**config.mk**
```make
export PLATFORM = sky130hd
export DESIGN_NAME = rect_fill_engine
export DESIGN_NICKNAME = d
export VERILOG_FILES = /design/src/rtl/rect_fill_pkg.sv /design/src/rtl/rect_cmd_fifo.sv /design/src/rtl/rect_fill_engine.sv
export SDC_FILE = /design/constraint.sdc
export NUM_CORES = 1
export LEC_CHECK = 0
export ABC_AREA = 1
export BUFFER_PORTS_ARGS = -buffer_cell sky130_fd_sc_hd__buf_2
export CAP_MARGIN = 10
export CELL_PAD_IN_SITES_DETAIL_PLACEMENT = 1
export CELL_PAD_IN_SITES_GLOBAL_PLACEMENT = 2
export CORE_UTILIZATION = 42
export DETAILED_ROUTE_END_ITERATION = 7
export PLACE_DENSITY = 0.92
export SYNTH_ARGS = -nofsm -noshare
export SYNTH_HDL_FRONTEND = slang
export SYNTH_SLANG_ARGS = --single-unit
```
**constraint.sdc**
```tcl
create_clock -name clk -period 6.6 [get_ports clk]
set_input_delay 0.33 -clock clk [delete_from_list [all_inputs] [get_ports clk]]
set_output_delay 0.33 -clock clk [all_outputs]
set_load 0.005 [all_outputs]
```
**src/rtl/rect_fill_pkg.sv**
```systemverilog
// Shared types for the rectangle fill engine: command record, FSM states, screen defaults.
package rect_fill_pkg;

  localparam int SCREEN_W_DEFAULT = 160;
  localparam int SCREEN_H_DEFAULT = 120;

  typedef struct packed {
    logic [7:0] x;
    logic [6:0] y;
    logic [7:0] w;
    logic [6:0] h;
    logic [2:0] colour;
  } rect_cmd_t;

  typedef enum logic [1:0] {
    IDLE,
    LOAD,
    DRAW
  } fill_state_t;

endpackage

```
**src/rtl/rect_cmd_fifo.sv**
```systemverilog
// Synchronous command FIFO; head entry is visible on dout while not empty.
// Pushes when full and pops when empty are ignored.
module rect_cmd_fifo
  import rect_fill_pkg::*;
#(
  parameter int DEPTH = 4
) (
  input  logic      clk,
  input  logic      reset,
  input  logic      push,
  input  logic      pop,
  input  rect_cmd_t din,
  output rect_cmd_t dout,
  output logic      full,
  output logic      empty
);

  localparam int AW = $clog2(DEPTH);

  rect_cmd_t     mem [DEPTH];
  logic [AW:0]   wr_ptr;
  logic [AW:0]   rd_ptr;
  logic          do_push;
  logic          do_pop;

  // Extra pointer bit distinguishes full from empty when the indices match.
  assign empty   = (wr_ptr == rd_ptr);
  assign full    = (wr_ptr[AW] != rd_ptr[AW]) && (wr_ptr[AW-1:0] == rd_ptr[AW-1:0]);
  assign do_push = push && !full;
  assign do_pop  = pop && !empty;
  assign dout    = mem[rd_ptr[AW-1:0]];

  always_ff @(posedge clk) begin
    if (reset) begin
      wr_ptr <= '0;
      rd_ptr <= '0;
    end else begin
      if (do_push) wr_ptr <= wr_ptr + {{AW{1'b0}}, 1'b1};
      if (do_pop)  rd_ptr <= rd_ptr + {{AW{1'b0}}, 1'b1};
    end
  end

  always_ff @(posedge clk) begin
    if (do_push) mem[wr_ptr[AW-1:0]] <= din;
  end

endmodule

```
**src/rtl/rect_fill_engine.sv**
```systemverilog
// Queued rectangle filler: one pixel per cycle in raster order to a VGA pixel-write port.
// Optional macro RECT_FILL_CLIP_EN suppresses off-screen plots instead of wrapping coordinates.
module rect_fill_engine
  import rect_fill_pkg::*;
#(
  parameter int FIFO_DEPTH = 4,
  parameter int SCREEN_W   = SCREEN_W_DEFAULT,
  parameter int SCREEN_H   = SCREEN_H_DEFAULT
) (
  input  logic       clk,
  input  logic       reset,
  input  logic       cmd_valid,
  output logic       cmd_ready,
  input  logic [7:0] cmd_x,
  input  logic [6:0] cmd_y,
  input  logic [7:0] cmd_w,
  input  logic [6:0] cmd_h,
  input  logic [2:0] cmd_colour,
  output logic [7:0] vga_x,
  output logic [6:0] vga_y,
  output logic [2:0] vga_colour,
  output logic       vga_plot,
  output logic       busy
);

  fill_state_t state;
  rect_cmd_t   cur;
  rect_cmd_t   head;
  rect_cmd_t   incoming;
  logic        full;
  logic        empty;
  logic        pop;

  logic [7:0]  col;
  logic [6:0]  row;
  logic [7:0]  col_inc;
  logic [6:0]  row_inc;
  logic [7:0]  next_col;
  logic [6:0]  next_row;
  logic        last_pixel;
  logic [8:0]  px;
  logic [7:0]  py;
  logic        on_screen;

  assign incoming  = '{x: cmd_x, y: cmd_y, w: cmd_w, h: cmd_h, colour: cmd_colour};
  assign cmd_ready = !full && !reset;
  assign pop       = (state == IDLE) && !empty;
  assign busy      = !empty || (state != IDLE);

  rect_cmd_fifo #(
    .DEPTH (FIFO_DEPTH)
  ) u_fifo (
    .clk   (clk),
    .reset (reset),
    .push  (cmd_valid && cmd_ready),
    .pop   (pop),
    .din   (incoming),
    .dout  (head),
    .full  (full),
    .empty (empty)
  );

  // col/row track the pixel currently on the port; next_* is the one registered next.
  always_comb begin
    col_inc    = col + 8'd1;
    row_inc    = row + 7'd1;
    last_pixel = (col_inc == cur.w) && (row_inc == cur.h);
    next_col   = col_inc;
    next_row   = row;
    if (state == LOAD) begin
      next_col = 8'd0;
      next_row = 7'd0;
    end else if (col_inc == cur.w) begin
      next_col = 8'd0;
      next_row = row_inc;
    end
    px = {1'b0, cur.x} + {1'b0, next_col};
    py = {1'b0, cur.y} + {1'b0, next_row};
  end

`ifdef RECT_FILL_CLIP_EN
  localparam logic [8:0] CLIP_X = 9'(SCREEN_W);
  localparam logic [7:0] CLIP_Y = 8'(SCREEN_H);
  assign on_screen = (px < CLIP_X) && (py < CLIP_Y);
`else
  assign on_screen = 1'b1;
`endif

  always_ff @(posedge clk) begin
    if (reset) begin
      state      <= IDLE;
      cur        <= '0;
      col        <= '0;
      row        <= '0;
      vga_x      <= '0;
      vga_y      <= '0;
      vga_colour <= '0;
      vga_plot   <= 1'b0;
    end else begin
      case (state)
        IDLE: begin
          vga_plot <= 1'b0;
          if (!empty) begin
            cur   <= head;
            state <= LOAD;
          end
        end
        LOAD: begin
          col <= 8'd0;
          row <= 7'd0;
          if (cur.w == 8'd0 || cur.h == 7'd0) begin
            state <= IDLE;
          end else begin
            state    <= DRAW;
            vga_plot <= on_screen;
            if (on_screen) begin
              vga_x      <= 8'(px % 9'd256);
              vga_y      <= 7'(py % 8'd128);
              vga_colour <= cur.colour;
            end
          end
        end
        DRAW: begin
          if (last_pixel) begin
            state    <= IDLE;
            vga_plot <= 1'b0;
          end else begin
            col      <= next_col;
            row      <= next_row;
            vga_plot <= on_screen;
            if (on_screen) begin
              vga_x      <= 8'(px % 9'd256);
              vga_y      <= 7'(py % 8'd128);
              vga_colour <= cur.colour;
            end
          end
        end
        default: begin
          state    <= IDLE;
          vga_plot <= 1'b0;
        end
      endcase
    end
  end

endmodule

```
; Word-level counts from Yosys, hierarchy flattened
; Memory sizes are Yosys's and may differ from the RTL's. A register that Yosys moved wholly into a read port is not among the register bits.
; Index checks and enable logic that the tools add are counted.
[totals]
ram_bits = 132
in_bits = 36
n_memories = 1
word_cells = 75
regBits = 42
[memory_table]
columns = memory, depth, width, rd, rd_ports_with_merged_regs, wr, line
row1 = u_fifo.mem, 4, 33, 1, 1, 1, rect_cmd_fifo.sv:20  ; rect_cmd_t mem [DEPTH];
[classes]
n_reduce_logical = 21
mux = 26
addsub = 6
eq_ne = 11
bitwise_logic = 1
[op_table]
columns = operator, n
row1 = 2-to-1 mux 8 bit, 5
row2 = 2-to-1 mux 7 bit, 5
row3 = case mux 8 bit (2 select lines), 2
row4 = case mux 7 bit (2 select lines), 2
row5 = "adder 8 x 1 -> 8 bit, second input constant", 1
row6 = adder 8 bit, 1
row7 = == test 8 bit, 1
row8 = zero test 8 bit, 1
row9 = "!= test 2 bit, second input constant", 4
row10 = "adder 7 x 1 -> 7 bit, second input constant", 1
row11 = adder 7 bit, 1
row12 = == test 7 bit, 1
row13 = logical AND 1 bit, 7
row14 = zero test 7 bit, 1
row15 = "adder 3 x 1 -> 3 bit, second input constant", 2
row16 = 2-to-1 mux 2 bit, 3
row17 = 2-to-1 mux 3 bit, 2
row18 = case mux 2 bit (3 select lines), 1
row19 = case mux 3 bit (2 select lines), 1
row20 = AND reduction 2 bit, 3
row21 = 2-to-1 mux 1 bit, 4
row22 = nonzero test 2 bit, 2
row23 = == test 3 bit, 1
row24 = zero test 1 bit, 3
row25 = 9 further kinds, 10

; Logic depth before layout (Yosys ltp)
; Gate-level depths: netlist (run 1).
[depth]
word_depth = 8
ltp_mapped = 24

; Modules after synthesis
; Synthesis (run 1) repeated with hierarchy kept, for this count alone.
[hier_totals]
cells_unflattened = 997
area_unflattened_um2 = 9407.8
[by_module_without_submodules]
columns = mod, area_per_inst_um2, cells_per_inst, instances
row1 = rect_cmd_fifo, 5393.9, 394, 1
row2 = rect_fill_engine, 4013.8, 603, 1

; Worst setup path before layout (run 1)
; OpenSTA, ideal clock, no wires.
[synth_timing]
path_kind = register -> register
startpoint = reg col[0]
endpoint = reg vga_y[6]
synth_period_minus_slack_ps = 3026
path_buffers = 1
arrival_ps = 2960
slack_ps = 3574
setup_time_ps = 66
path_stages_with_launch = 24
cell_sequence = dfxtp_1 ha_1 nand2_2 nor2_4 nand2_1 nand2_1 nand2_1 nand2_2 nor2_4 nand3_2 buf_2 nand2_1 nand2_1 nor2_1 ha_1 fa_1 nand4_1 nand3_1 or2_2 nand2_1 inv_1 nand4_1 nand2_1 a21oi_2
[synth_between]
elab_chain_len = 7
elab_cells_between_ends = 11
cone_classes = add/sub (2) / eq/ne (2) / mux (5) / reduce/logical (2)
[synth_rtl]
columns = item, line
row1 = from (decl), rect_fill_engine.sv:34  ; logic [7:0] col;
row2 = from (signal assigned), rect_fill_engine.sv:128  ; col <= next_col;
row3 = adder 8 x 1 -> 8 bit *, rect_fill_engine.sv:65  ; col_inc = col + 8'd1;
row4 = == test 8 bit *, "rect_fill_engine.sv:67, rect_fill_engine.sv:73"
row5 = 2-to-1 mux 7 bit, rect_fill_engine.sv:73  ; end else if (col_inc == cur.w) begin
row6 = 2-to-1 mux 7 bit, rect_fill_engine.sv:70  ; if (state == LOAD) begin
row7 = adder 7 bit, rect_fill_engine.sv:78  ; py = {1'b0, cur.y} + {1'b0, next_row};
row8 = 2-to-1 mux 7 bit (on tied branches), "rect_fill_engine.sv:124, rect_fill_engine.sv:111"
row9 = case mux 7 bit (2 select lines), rect_fill_engine.sv:100  ; case (state)
row10 = to (signal assigned), rect_fill_engine.sv:118  ; vga_y <= 7'(py % 8'd128);
row11 = to (signal assigned), rect_fill_engine.sv:133  ; vga_y <= 7'(py % 8'd128);
row12 = to (decl), rect_fill_engine.sv:20  ; output logic [6:0] vga_y,
; Mark *: on every way between the ends. The rest lies on a longest branch, timed or not. The select of a mux whose other input is x is not followed.
; A chain may end at the register's enable or synchronous reset.

; Worst setup path in the final report (run 1)
[layout_timing]
startpoint = reg col[0]
endpoint = reg vga_x[6]
[layout_between]
elab_chain_len = 7
elab_cells_between_ends = 11
cone_classes = add/sub (2) / eq/ne (2) / mux (5) / reduce/logical (2)
[layout_rtl]
columns = item, line
row1 = adder 8 x 1 -> 8 bit *, rect_fill_engine.sv:65
row2 = == test 8 bit, "rect_fill_engine.sv:67, rect_fill_engine.sv:73"
row3 = 2-to-1 mux 8 bit, rect_fill_engine.sv:73
row4 = 2-to-1 mux 8 bit, rect_fill_engine.sv:70
row5 = adder 8 bit, rect_fill_engine.sv:77  ; px = {1'b0, cur.x} + {1'b0, next_col};
row6 = 2-to-1 mux 8 bit (on tied branches), "rect_fill_engine.sv:124, rect_fill_engine.sv:111"
row7 = case mux 8 bit (2 select lines), rect_fill_engine.sv:100
row8 = to (signal assigned), rect_fill_engine.sv:117  ; vga_x <= 8'(px % 9'd256);
row9 = to (signal assigned), rect_fill_engine.sv:132  ; vga_x <= 8'(px % 9'd256);
row10 = to (decl), rect_fill_engine.sv:19  ; output logic [7:0] vga_x,
; Marks and branches as above.

==> metrics.md, run 1 <==
| Metric | Value |
|---|---|
| Fraction of registers with async set or reset after synthesis | 0% |
| Number of CTS-inserted buffers | 24 |
| Number of flip-flops and latches in the synthesized netlist | about 210 |
| Diode insertion count for antenna repair | 0 |
| Initial antenna violation count | 0 |
| Predominant post-synthesis flop cell | edfxtp_1 |
| Final Wtd Congestion | 0.812 |
| Shortest clock period the worst path allows after layout | ~3.5 ns |
| PnR Total Power | about 4.6 mW |
| Required arrival time at the worst endpoint | between 7 and 8 ns |
| Hold Fails Final Rpt | 0 |
| TNS Setup | 0 ns |
| Share of cell area taken by muxes after synthesis | 0% |
| Actual slew at the worst max-slew pin | 0.738 ns |
| Sequential-to-total area share from yosys stat | 59.5% |
| Maximum number of pins on one net before global-route repair | 69 |
| Number of nets with antenna violations after routing | 0 |
| Final Instance Count excl. Fillers | roughly 1300 |
| Max-Cap Viols | 0 |
| Highest net fanout along the worst path | 6 |
| Result of the run | finished clean |
| Buffer count from post-CTS setup fixing | 0 |
| Leading cell types in the layout, fill and taps excluded | 157 x nor2_1, 132 x edfxtp_1, 122 x nand2_1 |
| Number of H-tree levels | 1 |
| Class of the tightest hold or removal check | input port to flop |
| Pre-CTS setup slack | roughly 3.1 ns |
| RSZ-0062 raised after global routing | no |
| Violation count after the first detailed-routing iteration | around 310 |
| Placed instance count | 1244 |
| Synth Warn # | 0 |
| Fraction of power consumed by sequential logic | about 37% |
| Post-Synthesis Cell Area | 9180 um^2 |
| Static leakage | 4.08 nW |
| Count of final setup violators | 0 |
| Number of top-level pins | 57 |
| Floorplan die area | 22500 um^2 |
| Cell area after placement | 9710 um^2 |
| Number of flops mapped to enable cells by yosys | 132 |
| Nets@finish | between 1000 and 1500 |
| Headroom to the max-slew limit | around half |
| Latest clock arrival within the worst-skew pair | 0.53 ns |
| Crit Path Class | flop to flop |
| Number of iterations in the first detailed-routing pass | 4 |
| Clock share of power | 27.8% |
| CTS sink cnt | a little over 200 |
| Post-synthesis share of cell area spent on full adders, half adders and majority gates | under 10% |
| Post-route clock period utilization | between 50% and 60% |
| CTS root buf | clkbuf_16 |
| Number of cell rows | 53 |
| Routed wire length per instance | ~18 um |
| Clock tree from TritonCTS | built |
| Most frequent standard cell in the layout excluding fill and tap cells | nor2_1 |
| Worst hold slack across all endpoints | 0.0159 ns |
| Die width | 150 um |
| Final clock skew | 0.0123 ns |
| Total via count in the routed design | 6789 |
| Int Power | 2.83 mW |
| Critical path launch point type | flop |
| IO Port Bufs | 56 |
| Number of instances in the synthesized netlist | between 900 and 1000 |
| Detailed Route WL | approximately 23 mm |
| Final cell area excluding filler cells | about 11000 um^2 |
| Post-synth cell types | between 40 and 50 |
| Vias in the first global route | ~7000 |
| Mean cell area of the mapped netlist | 9.71 um^2 |
| Post-synthesis compound-gate area fraction | 12.2% |
| Clock-pin transition on the worst setup and hold timing paths | 0.06 ns |
| Leftover overflow at the end of global routing | 0 |
| Main combinational cell family by area after synthesis | simple AND/OR/NAND/NOR gates |
| Maximum achievable frequency | 0.283 GHz |
| Wire length of the first global-routing pass | about 36 mm |
| Clock tree buffer depth | 3 |
| Core region area | 21200 um^2 |
| Post-synthesis xor/xnor area fraction | between 1.5 and 2% |
| Fraction of layout instances using a drive strength above 1 | between 10% and 20% |
| Power density cells | 436 nW/um^2 |
| Part of the total power dissipated in combinational logic | between 30% and 40% |
| Crit path capture type | flop |
| PnR worst setup slack | 3.06 ns |
| Half-perimeter wire length after placement | 15.2 mm |
| Die extent in y | roughly 150 um |
| Arrival time worst endpoint | 3.96 ns |
| Overall global routing resource usage | 21.2% |
| Number of remaining DRC errors | 0 |
| Detailed-route vias per instance | between 5 and 6 |
| Worst voltage drop across the vdd grid | 245 uV |
| Largest area contributor in the synthesized netlist | edfxtp_1 |
| Main area contributors after synthesis | edfxtp_1 43%, dfxtp_1 16%, nor2_1 6.6% |
| Starting Density | 43.3% |
| Net count of the mapped netlist | about 1000 |
| Final core utilization | 49.8% |
| Share of synthesized cell area in and, or, nand and nor gates | 18.0% |
| Share of Yosys cell area claimed by the top area cell type | 43.2% |
| Switching pwr | roughly 1.8 mW |
| Net switching share of the total power | 38.6% |
| Signed area change from the synthesized netlist to the final layout | 15.1% |
| Number of pins exceeding their max-slew limit in the final report | 0 |
## power groups by stage
stage          Sequential, mW  Clock, mW  Combinational (mW)
6_report                 1.72       1.28                1.61
5_1_grt                  1.74       1.35                1.84
4_1_cts                  1.72       1.31                1.64
3_5_place_dp             1.74          0                1.62
3_3_place_gp             1.74          0                1.57
2_1_floorplan            1.68          0                1.18
## cells in the mapped netlist, types with 4 or more instances
master    instances
nand2_1         122
o21ai_0         120
xnor2_1           7
inv_1            66
nand2_2           7
nand3_1          35
o22ai_1          13
dfxtp_1          75
nor2_4            4
o21ai_1           7
nand3_2           5
a31oi_1          21
edfxtp_1        132
nand4_1          13
xor2_1            9
a21oi_1          45
clkbuf_1         35
nor2_1          161
ha_1             23
nor2_2           12
## flip-flops by register name, summed over array words and instances, names as in the netlist
signal / count
u_fifo.mem: 132
cur: 33
col: 8
vga_x: 8
row: 7
vga_y: 7
u_fifo.rd_ptr: 3
u_fifo.wr_ptr: 3
vga_colour: 3
state: 2
vga_plot: 1
## timing repair
item,4_1_cts,5_1_grt
hold endpoints to repair,28,0
resized for setup,0,0
hold buffers,7,0
## cells by family (layout without fill, tap and decap cells)
| logic type | Yosys count | count (layout) |
|---|---|---|
| and+or+nand+nor | 371 | 371 |
| AOI/OAI and AO/OA | 212 | 212 |
| DFF | 207 | 207 |
| buffers and inverters | 114 | 187 |
| adders and majority gates | 25 | 25 |
| xor gates and xnor gates | 17 | 17 |
## critical path: stages, from the launching register on
cell and delay [ns]:
dfxtp_1 0.45, ha_1 0.22, nand2_2 0.10, nor2_4 0.14, nand2_1 0.08, nand2_1 0.06, nand3_1 0.10, and3_1 0.19
nand2_1 0.06, o21ai_0 0.18, nor2_1 0.21, ha_1 0.20, inv_1 0.07, fa_1 0.41, o21ai_0 0.32, nand2_1 0.11
a21oi_1 0.14, nor2_1 0.07, xnor2_1 0.12, o21ai_0 0.15, nor2_1 0.05
## layout make-up
| cell class | instances | area [um^2] |
|---|---|---|
| Clock buffer | 29 | 639 |
| Sequential cell | 207 | 5470 |
| Timing Repair Buffer | 74 | 433 |
| Clock inverter | 14 | 141 |
| Inverter | 70 | 265 |
| Multi-Input combinational cell | 625 | 3280 |
| Tap cell | 275 | 344 |
| Fill cell | 2402 | 10700 |
## routing by layer
metal  track usage [%]  wire, um  up-vias
met5                 0         0        -
met4              6.01       459        0
met3              2.65      1260       33
met2              36.1     11000      137
met1              28.2     10200     3261
li1                  -         -     3358
## final timing paths
check / from / end / slack (ns) / depth (start not counted)
worst max register to register: col[0] / vga_x[6] / 3.06 / 20
worst min-delay path: cmd_w[1] / u_fifo.mem[1][11] / 0.02 / 1
worst min register to register: vga_x[2] / vga_x[2] / 0.47 / 2
worst max-delay path: col[0] / vga_x[6] / 3.06 / 20
No activity file was read; power rests on OpenSTA's default activity.
==> inputs of run 2 (changes only) <==
Settings changed: CORE_UTILIZATION 42 to 39, PLACE_DENSITY 0.92 to 0.87.
Clock period 6.6 ns to 3.3 ns, I/O delays scaled along.
==> run 2 against run 1 <==
Against the previous run: sequential share of layout area shrank 2.2 points; final area grew 4.7%; critical path type unchanged; via count grew 1.9%; wire length grew 5.0%; maximum frequency grew 15%; total power grew 100%; clock skew grew 0.0027 ns; flip-flop and latch count is the same.
==> metrics.md, run 2 (synthesized netlist as in run 1, its figures left out) <==
| Metric | Value |
|---|---|
| Overall global routing resource usage | about a fifth |
| Source of the worst hold timing path | reset |
| Number of iterations in the first detailed-routing pass | 4 |
| Launch instance of the worst register-to-register path | col[0] |
| Shortest clock period the worst path allows after layout | 3.09 ns |
| Static leakage | 4.27 nW |
| Post-route clock period utilization | 93.6% |
| Worst voltage drop across the vdd grid | 471 uV |
| Worst hold slack across all endpoints | about 0.076 ns |
| Leftover overflow at the end of global routing | 0 |
| Fraction of layout instances using a drive strength above 1 | 17.2% |
| Leading cell types in the layout, fill and taps excluded | 156 x nor2_1, 132 x edfxtp_1, 120 x nand2_1 |
| Count of final setup violators | 0 |
| Total via count in the routed design | 6919 |
| Clock-pin transition on the worst setup and hold timing paths | 0.06 ns |
| Maximum achievable frequency | 0.324 GHz |
| Power density cells | 851 nW/um^2 |
| IO Port Bufs | 56 |
| Floorplan die area | roughly 24000 um^2 |
| TNS Setup | 0 ns |
| Most frequent standard cell in the layout excluding fill and tap cells | nor2_1 |
| Crit path capture type | flop |
| Initial antenna violation count | 1 |
| Number of pins exceeding their max-slew limit in the final report | 0 |
| Final clock skew | 0.0151 ns |
| Clock tree buffer depth | 3 |
| Result of the run | finished clean |
| Number of CTS-inserted buffers | 24 |
| Latest clock arrival within the worst-skew pair | 0.52 ns |
| CTS sink cnt | 207 |
| Largest register FFs | approximately 130 |
| Core region area | between 20000 and 25000 um^2 |
| Critical path launch point type | flop |
| Highest net fanout along the worst path | 7 |
| Actual slew at the worst max-slew pin | 0.722 ns |
| Detailed-route vias per instance | 5.05 |
| Vias in the first global route | 7007 |
| Crit Path Class | flop to flop |
| Required arrival time at the worst endpoint | 3.71 ns |
| Die width | between 150 and 200 um |
| Arrival time worst endpoint | 3.49 ns |
| Clock tree from TritonCTS | built |
| Number of nets with antenna violations after routing | 0 |
| Half-perimeter wire length after placement | 15.7 mm |
| Hold Fails Final Rpt | 0 |
| Detailed Route WL | 24.0 mm |
| Max-Cap Viols | 0 |
| Final Wtd Congestion | 0.835 |
| Headroom to the max-slew limit | 51.9% |
| Number of cell rows | 55 |
| Number of remaining DRC errors | 0 |
| Launch point of the worst path | col[0] |
| Starting Density | 40.2% |
| Nets@finish | between 1000 and 1500 |
| Number of top-level pins | 57 |
| Violation count after the first detailed-routing iteration | 351 |
| Wire length of the first global-routing pass | 38.2 mm |
| Class of the tightest hold or removal check | input port to flop |
| Die extent in y | 155 um |
| Number of H-tree levels | 1 |
| Routed wire length per instance | about 18 um |
| Signed area change from the synthesized netlist to the final layout | 20.5% |
| CTS root buf | clkbuf_16 |
| Maximum number of pins on one net before global-route repair | 68 |
## run 2: worst paths after layout
path,cells after the start,endpoint,slack (ns)
min reg2reg,2,vga_plot,0.47
max reg2reg,21,vga_x[6],0.21
max,21,vga_x[6],0.21
min,2,row[6],0.08
## run 2: final cells by class
type / instances / area [um^2]
Antenna cell: 1 / 2.50
Inverter: 70 / 265
Timing Repair Buffer: 111 / 779
Tap cell: 313 / 392
Fill cell: 2601 / 11800
Clock buffer: 31 / 627
Clock inverter: 13 / 150
Multi-Input combinational cell: 625 / 3370
Sequential cell: 207 / 5480
## run 2: layer usage
metal	track usage, %	vias to the layer above	wire length [um]
met5	0	-	0
met2	34.7	105	11600
met4	4.95	0	369
met1	26.9	3366	11200
met3	3.31	28	838
li1	-	3420	-
## run 2: critical path, cell delays in order, from the launching register on
cell	delay, ns
dfxtp_4	0.37
buf_6	0.11
inv_2	0.04
nor2_4	0.20
nand2_1	0.12
nand2_1	0.10
nand3_2	0.07
nand2_2	0.10
nor2_1	0.05
nand2_1	0.08
o21ai_2	0.09
nor2_1	0.14
ha_1	0.18
inv_1	0.05
fa_1	0.40
o21ai_1	0.22
nand2_1	0.07
a21oi_1	0.15
nor2_1	0.08
xnor2_1	0.12
o21ai_0	0.15
nor2_1	0.06
## run 2: report_power, final
group | leakage (nW) | total, mW | internal (mW) | switching [mW]
Sequential | 1.82 | 3.44 | 3.13 | 0.301
Clock | 0.378 | 2.60 | 1.58 | 1.02
Combinational | 2.07 | 3.38 | 1.12 | 2.27
Total | 4.27 | 9.42 | 5.83 | 3.59
## run 2: what timing repair did
item	4_1_cts	5_1_grt
pin swaps	0	12
setup endpoints to repair	2	6
setup buffers	0	3
endpoints found under the hold margin	132	0
resized for setup	2	32
hold buffers	33	0
## run 2: through the flow
stage	area, um^2	cells	setup slack (ns)	util [%]	power [mW]
2_1_floorplan	9180	946	0.274	-	5.72
3_3_place_gp	9820	1290	0.0330	43.0	6.71
3_5_place_dp	9820	1290	-0.0570	43.0	6.79
4_1_cts	10900	1367	0.0212	47.8	9.46
5_1_grt	11100	1370	-0.00994	48.4	10.1
6_report	11100	1371	0.212	48.4	9.42
==> inputs of run 3 (changes only) <==
Settings changed: CORE_UTILIZATION 39 to 30, PLACE_DENSITY 0.87 to 0.72, RECOVER_POWER from default to 100.
Clock period 3.3 ns to 3.4 ns, I/O delays scaled along.
==> run 3 against run 2 <==
Against the previous run: wire length is 1.6% higher; core utilization is 12 points lower; highest routed layer unchanged; clock skew is 0.0079 ns lower; clock-buffer cell count is 4 lower; maximum frequency is 1.6% lower; sequential power is 3% lower.
==> metrics.md, run 3 (synthesized netlist as in run 1, its figures left out) <==
| Metric | Value |
|---|---|
| Violation count after the first detailed-routing iteration | approximately 270 |
| Die width | around 180 um |
| Number of nets with antenna violations after routing | 0 |
| Signed area change from the synthesized netlist to the final layout | 20.1% |
| Part of the total power dissipated in combinational logic | a little over a third |
| Die extent in y | ~180 um |
| Source of the worst hold timing path | reset |
| Overall global routing resource usage | between 10% and 20% |
| Most frequent standard cell in the layout excluding fill and tap cells | nor2_1 |
| Crit Path Class | flop to flop |
| Starting Density | 30.7% |
| Class of the tightest hold or removal check | input port to flop |
| Maximum achievable frequency | roughly 0.32 GHz |
| Ordered cell list for the critical path | ha_2 > nand2_2 > nor2_4 > nand3_1 > nand3_2 > nand2_2 > nor2_4 > nand2_4 > nor2_8 > nand2_1 > nand2_1 > nor2_1 > ha_2 > fa_2 > nand4_1 > nand3_1 > or2_2 > nand2_1 > inv_1 > nand4_1 > nand2_1 > a21oi_2 |
| Required arrival time at the worst endpoint | 3.88 ns |
| Detailed-route vias per instance | about 4.7 |
| Number of iterations in the first detailed-routing pass | 4 |
| Fraction of power consumed by sequential logic | 36.4% |
| Worst setup slack for register-to-register paths | between 0.2 and 0.3 ns |
| Leftover overflow at the end of global routing | 0 |
| Cell count along the critical path | 22 |
| Number of pins exceeding their max-slew limit in the final report | 0 |
| Floorplan die area | 31300 um^2 |
| Final cell area excluding filler cells | 11000 um^2 |
| Number of remaining DRC errors | 0 |
| Buffer count from post-CTS setup fixing | 0 |
| Number of cell instances on the worst register-to-register path | 22 |
| Endpoint of the most critical setup path | vga_y[6] |
| Most prevalent standard cell on the critical path | nand2_1 |
| TNS Setup | 0 ns |
| CTS root buf | clkbuf_16 |
| Number of cell rows | 63 |
| Vias in the first global route | about 7000 |
| Net switching share of the total power | between 30% and 40% |
| Fraction of layout instances using a drive strength above 1 | between 10 and 15% |
| Crit path capture type | flop |
| Crit Reg-Reg Endpoint | vga_y[6] |
| Result of the run | finished clean |
| Wire length of the first global-routing pass | slightly below 40 mm |
| Worst voltage drop across the vdd grid | 465 uV |
| Launch point of the worst path | col[0] |
| Int Power | 5.66 mW |
| Nets@finish | around 1100 |
| Number of top-level pins | 57 |
| Core region area | 29900 um^2 |
| Total via count in the routed design | 6851 |
| Slowest stage cell, crit path | fa_2 |
| Highest net fanout along the worst path | 5 |
| Number of CTS-inserted buffers | 25 |
| Leading cell types in the layout, fill and taps excluded | 158 x nor2_1, 132 x edfxtp_1, 123 x nand2_1 |
| Latest clock arrival within the worst-skew pair | 0.54 ns |
| Half-perimeter wire length after placement | between 15 and 20 mm |
| Number of inserted filler cells in the final layout | between 3000 and 4000 |
| Initial antenna violation count | 0 |
| Switching pwr | about 3.5 mW |
| Cell area after placement | 9900 um^2 |
| Count of final setup violators | 0 |
| Actual slew at the worst max-slew pin | ~1.4 ns |
| Diode insertion count for antenna repair | 0 |
| CTS sink cnt | 207 |
| Launch instance of the worst register-to-register path | col[0] |
| Post-route clock period utilization | 92.3% |
| Maximum number of pins on one net before global-route repair | 63 |
| Clock share of power | 28.8% |
| Routed wire length per instance | 16.9 um |
| Static leakage | around 4.1 nW |
| Largest register FFs | 132 |
| Power density cells | 835 nW/um^2 |
| Final Wtd Congestion | 0.790 |
| Critical path launch point type | flop |
| Number of buffers and inverters on the critical path | 1 |
| Clock tree from TritonCTS | built |
| Headroom to the max-slew limit | approximately a tenth |
| Family of cells with the greatest summed delay on the critical path | simple AND/OR/NAND/NOR gates |
| Number of H-tree levels | 1 |
| Shortest clock period the worst path allows after layout | 3.14 ns |
| Detailed Route WL | between 20 and 25 mm |
| Max-Cap Viols | 0 |
| Clock tree buffer depth | 3 |
| Arrival time worst endpoint | 3.61 ns |
| IO Port Bufs | 56 |
| Final clock skew | 0.00719 ns |
| Clock-pin transition on the worst setup and hold timing paths | 0.06 ns |
| Hold Fails Final Rpt | 0 |
| Critical path's largest stage delay | between 0.3 and 0.4 ns |
-- run 3: cell count changes in the layout (fill, tap and decap cells not counted), sizes merged --
cell	before	now
buf	78	20
diode	1	0
clkinv	10	13
inv	69	71
clkbuf	31	81
clkinvlp	1	2
-- run 3: stage by stage --
stage	power (mW)	setup slack [ns]	cells	utilization (%)	hold WS, ns
finish	9.21	0.261	1445	36.9	0.0619
global placement	6.59	0.0767	1365	33.1	0.385
floorplan	5.55	0.374	946	-	0.269
CTS	9.38	0.0241	1444	37.0	0.0570
global route	9.89	-0.0158	1445	36.9	0.0968
detailed placement	6.64	-0.0122	1365	33.1	0.390
-- run 3: repair_timing --
action | 4_1_cts | 5_1_grt
hold buffers | 33 | 0
gates resized for setup | 1 | 18
setup endpoints to repair | 1 | 7
hold endpoints to repair | 132 | 0
pin swaps | 0 | 4
-- run 3: metal layers --
metal | vias to the layer above | global-route usage (%) | wire, um
li1 | 3424 | - | -
met1 | 3306 | 21.2 | 11500
met2 | 90 | 26.7 | 11500
met3 | 31 | 2.68 | 902
met4 | 0 | 4.17 | 479
met5 | - | 0 | 0
-- run 3: area by class of cell --
class / instances / area [um^2] / share of cell area (%)
Clock buffer: 27 / 633 / 5.74
Multi-Input combinational cell: 625 / 3300 / 29.9
Sequential cell: 207 / 5470 / 49.6
Tap cell: 390 / 488 / 4.42
Clock inverter: 19 / 186 / 1.69
Timing Repair Buffer: 107 / 687 / 6.23
Inverter: 70 / 265 / 2.40
-- run 3: power groups by stage --
stage / Clock [mW] / Sequential, mW / Combinational, mW
after floorplan: 0 / 3.27 / 2.29
after global placement: 0 / 3.41 / 3.18
after detailed placement: 0 / 3.41 / 3.23
after CTS: 2.74 / 3.36 / 3.28
after global routing: 2.81 / 3.40 / 3.67
final: 2.65 / 3.35 / 3.20
-- run 3: worst min path at each step --
stage,cells past startpoint,end,slack (ns)
after floorplan,0,u_fifo.mem[0][0],0.27
after global placement,1,u_fifo.mem[0][20],0.39
after detailed placement,1,u_fifo.mem[2][30],0.39
after CTS,2,col[7],0.06
after global routing,2,col[4],0.1
final,2,row[1],0.06
